**src/rtl/wall_gen_pkg.sv**
```systemverilog
// Shared types and constants for the wall-height generator: FSM states and
// maximal-length LFSR tap masks for widths 3..16.
package wall_gen_pkg;

    typedef enum logic [1:0] {
        SHIFT,
        MAP,
        HOLD
    } wall_state_e;

    // Fibonacci masks: bit k-1 set for each x^k term, feedback = ^(lfsr & mask).
    function automatic logic [15:0] lfsr_taps(input int unsigned width);
        logic [15:0] m;
        case (width)
            3:       m = 16'h0006;
            4:       m = 16'h000C;
            5:       m = 16'h0014;
            6:       m = 16'h0030;
            7:       m = 16'h0060;
            8:       m = 16'h00B8;
            9:       m = 16'h0110;
            10:      m = 16'h0240;
            11:      m = 16'h0500;
            12:      m = 16'h0829;
            13:      m = 16'h100D;
            14:      m = 16'h2015;
            15:      m = 16'h6000;
            16:      m = 16'hD008;
            default: m = 16'h0000;
        endcase
        return m;
    endfunction

endpackage

```
**src/rtl/wall_height_lfsr_gen_lfsr_core.sv**
```systemverilog
// Fibonacci LFSR register with synchronous load and an all-zero recovery guard.
module lfsr_core #(
    parameter int unsigned    W        = 8,
    parameter logic [W-1:0]   TAP_MASK = '0,
    parameter logic [W-1:0]   SEED_VAL = 1
) (
    input  logic         clk,
    input  logic         reset,
    input  logic         load,
    input  logic [W-1:0] load_val,
    input  logic         shift_en,
    output logic [W-1:0] state
);

    logic [W-1:0] lfsr_q, lfsr_d;

    always_comb begin
        lfsr_d = lfsr_q;
        if (load) begin
            lfsr_d = load_val;
        end else if (shift_en) begin
            // All-zero is a fixed point of XOR feedback; restart from the seed.
            if (lfsr_q == '0) begin
                lfsr_d = SEED_VAL;
            end else begin
                lfsr_d = {lfsr_q[W-2:0], ^(lfsr_q & TAP_MASK)};
            end
        end
    end

    always_ff @(posedge clk) begin
        if (reset) begin
            lfsr_q <= SEED_VAL;
        end else begin
            lfsr_q <= lfsr_d;
        end
    end

    assign state = lfsr_q;

endmodule

```
**src/rtl/wall_height_lfsr_gen.sv**
```systemverilog
// Pseudo-random wall height source: LFSR stepped STEPS times per sample, mapped
// into [MIN_H, MAX_H], optionally slew-limited, delivered over valid/ready.
module wall_height_lfsr_gen
    import wall_gen_pkg::*;
#(
    parameter int unsigned LFSR_W    = 8,
    parameter int unsigned STEPS     = LFSR_W,
    parameter int unsigned SEED      = 1,
    parameter int unsigned OUT_W     = 8,
    parameter int unsigned MIN_H     = 0,
    parameter int unsigned MAX_H     = 90,
    parameter int unsigned MAX_DELTA = 0
) (
    input  logic              clk,
    input  logic              reset,
    input  logic              seed_load,
    input  logic [LFSR_W-1:0] seed_in,
    input  logic              out_ready,
    output logic              out_valid,
    output logic [OUT_W-1:0]  height
);

    localparam logic [LFSR_W-1:0] TAP_MASK  = LFSR_W'(lfsr_taps(LFSR_W));
    localparam logic [LFSR_W-1:0] SEED_V    = LFSR_W'(SEED);
    localparam int unsigned       SPAN      = MAX_H - MIN_H + 1;
    localparam int unsigned       PW        = LFSR_W + OUT_W + 1;
    localparam logic [7:0]        LAST_STEP = 8'(STEPS - 1);

    if (LFSR_W < 3 || LFSR_W > 16) begin : g_bad_width
        $error("LFSR_W must be in 3..16");
    end
    if (STEPS < 1 || STEPS > 255) begin : g_bad_steps
        $error("STEPS must be in 1..255");
    end
    if (SEED == 0 || SEED >= (1 << LFSR_W)) begin : g_bad_seed
        $error("SEED must be nonzero and fit in LFSR_W bits");
    end
    if (MIN_H > MAX_H || MAX_H >= (1 << OUT_W)) begin : g_bad_range
        $error("require MIN_H <= MAX_H < 2**OUT_W");
    end

    wall_state_e       state_q, state_d;
    logic [7:0]        step_q, step_d;
    logic [OUT_W-1:0]  height_q, height_d;
    logic [OUT_W-1:0]  prev_q, prev_d;
    logic              first_q, first_d;

    logic [LFSR_W-1:0] lfsr;
    logic [LFSR_W-1:0] load_val;
    logic [PW-1:0]     prod;
    int                raw_i;
    int                lim_i;
    logic [OUT_W-1:0]  map_h;

    assign load_val = (seed_in == '0) ? SEED_V : seed_in;

    lfsr_core #(
        .W        (LFSR_W),
        .TAP_MASK (TAP_MASK),
        .SEED_VAL (SEED_V)
    ) u_lfsr (
        .clk      (clk),
        .reset    (reset),
        .load     (seed_load),
        .load_val (load_val),
        .shift_en (state_q == SHIFT),
        .state    (lfsr)
    );

    always_comb begin
        prod  = PW'(lfsr) * PW'(SPAN);
        raw_i = int'(MIN_H) + int'(prod >> LFSR_W);
        lim_i = raw_i;
        // Signed window around prev so prev - MAX_DELTA cannot wrap below zero.
        if (MAX_DELTA != 0 && !first_q) begin
            if (lim_i < int'(prev_q) - int'(MAX_DELTA)) lim_i = int'(prev_q) - int'(MAX_DELTA);
            if (lim_i > int'(prev_q) + int'(MAX_DELTA)) lim_i = int'(prev_q) + int'(MAX_DELTA);
            if (lim_i < int'(MIN_H)) lim_i = int'(MIN_H);
            if (lim_i > int'(MAX_H)) lim_i = int'(MAX_H);
        end
        map_h = OUT_W'(lim_i);
    end

    always_comb begin
        state_d  = state_q;
        step_d   = step_q;
        height_d = height_q;
        prev_d   = prev_q;
        first_d  = first_q;
        case (state_q)
            SHIFT: begin
                if (step_q == LAST_STEP) begin
                    step_d  = '0;
                    state_d = MAP;
                end else begin
                    step_d = step_q + 8'd1;
                end
            end
            MAP: begin
                height_d = map_h;
                prev_d   = map_h;
                first_d  = 1'b0;
                state_d  = HOLD;
            end
            HOLD: begin
                if (out_ready) state_d = SHIFT;
            end
            default: state_d = SHIFT;
        endcase
        if (seed_load) begin
            state_d = SHIFT;
            step_d  = '0;
            first_d = 1'b1;
        end
    end

    always_ff @(posedge clk) begin
        if (reset) begin
            state_q  <= SHIFT;
            step_q   <= '0;
            height_q <= OUT_W'(MIN_H);
            prev_q   <= OUT_W'(MIN_H);
            first_q  <= 1'b1;
        end else begin
            state_q  <= state_d;
            step_q   <= step_d;
            height_q <= height_d;
            prev_q   <= prev_d;
            first_q  <= first_d;
        end
    end

    assign out_valid = (state_q == HOLD);
    assign height    = height_q;

endmodule
```
**config.mk**
```make
export PLATFORM = sky130hd
export DESIGN_NAME = wall_height_lfsr_gen
export DESIGN_NICKNAME = d
export VERILOG_FILES = /design/src/rtl/wall_gen_pkg.sv /design/src/rtl/wall_height_lfsr_gen_lfsr_core.sv /design/src/rtl/wall_height_lfsr_gen.sv
export SDC_FILE = /design/constraint.sdc
export NUM_CORES = 1
export LEC_CHECK = 0
export CAP_MARGIN = 10
export CORE_MARGIN = 2
export CORE_UTILIZATION = 50
export DETAILED_ROUTE_END_ITERATION = 16
export PLACE_DENSITY = 0.79
export SLEW_MARGIN = 20
export SYNTH_ARGS = -nofsm -noshare
export SYNTH_HDL_FRONTEND = slang
export SYNTH_SLANG_ARGS = --single-unit
```
**constraint.sdc**
```tcl
create_clock -name clk -period 4.8 [get_ports clk]
set_input_delay 0.48 -clock clk [delete_from_list [all_inputs] [get_ports clk]]
set_output_delay 0.48 -clock clk [all_outputs]
set_load 0.005 [all_outputs]
```
==> results.txt <==
The initial antenna violation count is 0. The HPWL after detailed placement came out at 3.58 mm. During synthesis, Yosys emitted a total of 0 warnings. The number of distinct library cells after synthesis is 39. Traced cell by cell, the critical path runs through ha_1 > inv_1 > fa_1 > inv_1 > fa_1 > inv_1 > fa_1 > inv_1 > ha_1 > a21oi_1 > o21ai_0 > a22o_1 > or4_1 > a32o_1.

For the final routed database, the setup TNS stands at 0 ps. The count of buffers added by post-CTS timing repair for setup is 0. The fraction of the cycle the final worst path needs is 89.0%. The transition time of the tightest slew-check pin came out at 811 ps. The number of CTS-inserted buffers is 3.

The uppermost layer routed is met4. The master cell of the clock root buffer is sky130_fd_sc_hd__clkbuf_8. In the synthesized netlist the dominant register cell turns out to be sky130_fd_sc_hd__dfxtp_1. The peak fanout along the critical path came out at 7.

The first global-routing pass estimated 7.38 mm of wire. The clock insertion delay at the later pin of the skew report came out at ~280 ps. The core region is roughly 0.004 mm². The die footprint is 0.00486 mm². The die outline height is approximately 70 µm.

Setup repair after global routing left no endpoint under its margin. The class of the most critical setup path is flop to flop. The number of vias per cell is 5.64. The number of diodes added for antenna fixing came out at 0. The final count of hold timing violations is 0. 21 I/O pins were placed.

The number of enable-type register cells in the synthesized netlist came out at 0. Data on the critical path is required at its endpoint by between 4000 and 5000 ps. The part of the total power dissipated in the clock network is roughly 23%. The placed cell count came out at around 310.

The core occupancy in the finished layout is 59.4%. The post-synthesis sequential element count is 25. The clock passes through at most 2 buffers. The H-tree depth is 1. The filler-free cell count of the finished design is about 320. Hold is met by 472 ps. The share of the Yosys chip area taken by registers is between 20 and 25%.

The initial cell density of the core came out at approximately 53%. Dividing the detail-routed wire length by the instance count gives around 14 µm. The count of instances resized after the clock tree is built came out at 0. Summed over all nets, wire length on met3 after detailed routing comes to 162 µm. The cell-internal power is ~0.38 mW. For this block, the routed nets add up to ~4.4 mm of wire. The number of global-route vias before repair is 1578. The worst clock skew is roughly 3.4 ps. The met2 routed wirelength came out at 2.08 mm.

The leakage power came out at between 1 and 1.5 nW. The combinational power share is 40.4%. Synthesis produced a netlist whose cell count is between 200 and 300. The global route total overflow is 0.

After clock tree synthesis, the clock-pin slew on the worst setup and hold paths is 90 ps. The startpoint type of the worst setup path is a flop. Summing all multi-input logic gate instances after layout gives roughly 0.0015 mm². The met1 layer wirelength in the final routing came out at between 2 and 2.5 mm. The die is approximately 70 µm wide. The largest net degree at the start of global routing is 22. The number of nets at the end of the flow came out at around 330. The delay of the slowest cell on the worst path is around 520 ps. Across the VDD grid, the largest voltage drop is about 0.00014 V. The cell type with the highest occurrence count on the critical path is sky130_fd_sc_hd__inv_1. The worst slew margin relative to its limit came out at between 40% and 50%. The tool flagged a number of max-cap violations equal to 0. The final critical-path required period is about 4300 ps. Dividing the synthesized area by the synthesized cell count gives approximately 8.6 µm². Before antenna repair, the detailed router went through 4 iterations. The violation count after the first detailed-route iteration came out at 56. The overall track demand over capacity in global routing is around a fifth.

The power share of the sequential group is 37.1%. The largest individual stage delay along the critical path comes from the cell sky130_fd_sc_hd__fa_1. The highest clock frequency the design can meet is around 0.23 GHz.

In the final layout, the share of cells above drive strength 1 is around 2.6%. The worst slack at placement came out at about 550 ps. The share of synthesized registers carrying an async set or reset is 0%.

The post-route total power came out at slightly below 0.6 mW. The run finished with clean final reports. The power density over the cells came out at 246 mW/mm². The final instance area is ~0.0024 mm². The layout filler cell count is around 360. The number of hold buffers added after cts is 0.

The switching portion of total power came out at between 30% and 40%. The cell area after technology mapping is ~0.0022 mm². Buffers placed on the I/O ports in this run total 19. Counting every net in the synthesized netlist gives roughly 310. Data arrives at the worst endpoint at between 4000 and 5000 ps. Setup violations remaining at the end of the flow were counted as 0.

The number of clock sinks seen by CTS came out at 25. The signed area change from the synthesized netlist to the final layout came out at 12.4%. The CTS tree is yes. The final antenna-violating net count is 0. STA classifies the critical path endpoint as a flop. The final weighted congestion in routability-driven placement came out at between 0.9 and 1. The final worst setup slack came out at around 530 ps. After detailed routing, the number of remaining DRC violations is 0. The max-slew violation count is 0. After floorplanning, the core was divided into 23 placement rows.

The path class of the tightest hold or removal check is flop to flop. The storage element area is about 500 µm². The number of vias after detailed routing is ~1800. The reported net switching power is about 0.22 mW. The standard cell area after detailed placement came out at approximately 0.0024 mm².
[cell usage after synthesis (3+ instances only)]
cell | n | area share [%]
sky130_fd_sc_hd__ha_1 | 36 | 21
sky130_fd_sc_hd__inv_1 | 30 | 5.2
sky130_fd_sc_hd__dfxtp_1 | 25 | 23
sky130_fd_sc_hd__nor2_1 | 24 | 4.2
sky130_fd_sc_hd__a21oi_1 | 16 | 3.7
sky130_fd_sc_hd__nand2_1 | 16 | 2.8
sky130_fd_sc_hd__o21ai_0 | 14 | 3.2
sky130_fd_sc_hd__fa_1 | 13 | 12
sky130_fd_sc_hd__nor3_1 | 8 | 1.9
sky130_fd_sc_hd__clkbuf_1 | 7 | 1.2
sky130_fd_sc_hd__xnor2_1 | 6 | 2.4
sky130_fd_sc_hd__xor2_1 | 6 | 2.4
sky130_fd_sc_hd__nand3_1 | 5 | 1.2
sky130_fd_sc_hd__a22o_1 | 4 | 1.6
sky130_fd_sc_hd__a32o_1 | 4 | 1.9
sky130_fd_sc_hd__nor4_1 | 4 | 1.2
sky130_fd_sc_hd__a221oi_1 | 3 | 1.2
sky130_fd_sc_hd__and3_1 | 3 | 0.87
[power by group through the flow]
stage	clock, mW	combinational (mW)	sequential [mW]
4_1_cts	0.137	0.242	0.221
3_3_place_gp	0	0.235	0.226
2_1_floorplan	0	0.185	0.224
6_report	0.135	0.241	0.221
5_1_grt	0.149	0.278	0.223
3_5_place_dp	0	0.235	0.226
[critical path, delay by kind of cell (launching register included)]
kind	cells	cell delay, ps
AO/OA/AOI/OAI	4	940
adder cells (fa/ha/maj)	5	2160
buffers and inverters	4	200
flip-flops	1	400
AND/OR/NAND/NOR	1	470
[metal layers]
layer	global-route usage, %	up-vias
met2	29.7	40
met4	5.13	0
met1	27.1	830
met3	2.18	5
li1	-	901
met5	0	-
[worst paths after layout]
kind                                      start        end  slack, ps  depth (start not counted)
worst max-delay path            u_lfsr.state[3]  height[6]        530                         14
worst min-delay path                  height[4]  height[4]        470                          1
worst max register to register  u_lfsr.state[3]  height[6]        530                         14
worst min register to register        height[4]  height[4]        470                          1
[state kept, by name, indices dropped and copies added, names as in the netlist]
register / cells
height: 7
u_lfsr.state: 8
step_q: 8
state_q: 2
[final cells by class]
class / count / share of cell area, %
Inverter: 30 / 4.64
Clock buffer: 3 / 1.70
Clock inverter: 1 / 0.309
Timing Repair Buffer: 19 / 7.84
Tap cell: 50 / 2.58
Sequential cell: 25 / 20.6
Multi-Input combinational cell: 187 / 62.3
[kinds of logic after synthesis]
family / count (synthesis) / share of synthesized area (%)
DFF: 25 / 23.2
adders and majority gates: 49 / 32.9
and+or+nand+nor: 75 / 17.0
xor gates and xnor gates: 12 / 4.87
buffers and inverters: 38 / 6.78
AOI/OAI and AO/OA: 50 / 15.0
other: 1 / 0.174
[placed cells by master, fill, tap and decap left out, types with 2 or more instances in the layout]
cell,Yosys,final
sky130_fd_sc_hd__a32o_1,4,4
sky130_fd_sc_hd__inv_1,30,30
sky130_fd_sc_hd__a21oi_1,16,16
sky130_fd_sc_hd__nor3_1,8,8
sky130_fd_sc_hd__ha_1,36,36
sky130_fd_sc_hd__dfxtp_1,25,25
sky130_fd_sc_hd__or4_1,2,2
sky130_fd_sc_hd__and3_1,3,3
sky130_fd_sc_hd__xnor2_1,6,6
sky130_fd_sc_hd__nor4_1,4,4
sky130_fd_sc_hd__clkbuf_8,0,3
sky130_fd_sc_hd__or3_1,2,2
sky130_fd_sc_hd__xor2_1,6,6
sky130_fd_sc_hd__a22o_1,4,4
sky130_fd_sc_hd__a221oi_1,3,3
sky130_fd_sc_hd__nand2b_1,2,2
sky130_fd_sc_hd__o21ai_0,14,14
sky130_fd_sc_hd__clkdlybuf4s50_1,0,19
sky130_fd_sc_hd__or2_2,2,2
sky130_fd_sc_hd__nand3_1,5,5
sky130_fd_sc_hd__nand2_1,16,16
sky130_fd_sc_hd__a21o_1,2,2
sky130_fd_sc_hd__fa_1,13,13
sky130_fd_sc_hd__nor2_1,24,24
Power figures use the tool's default switching activity.
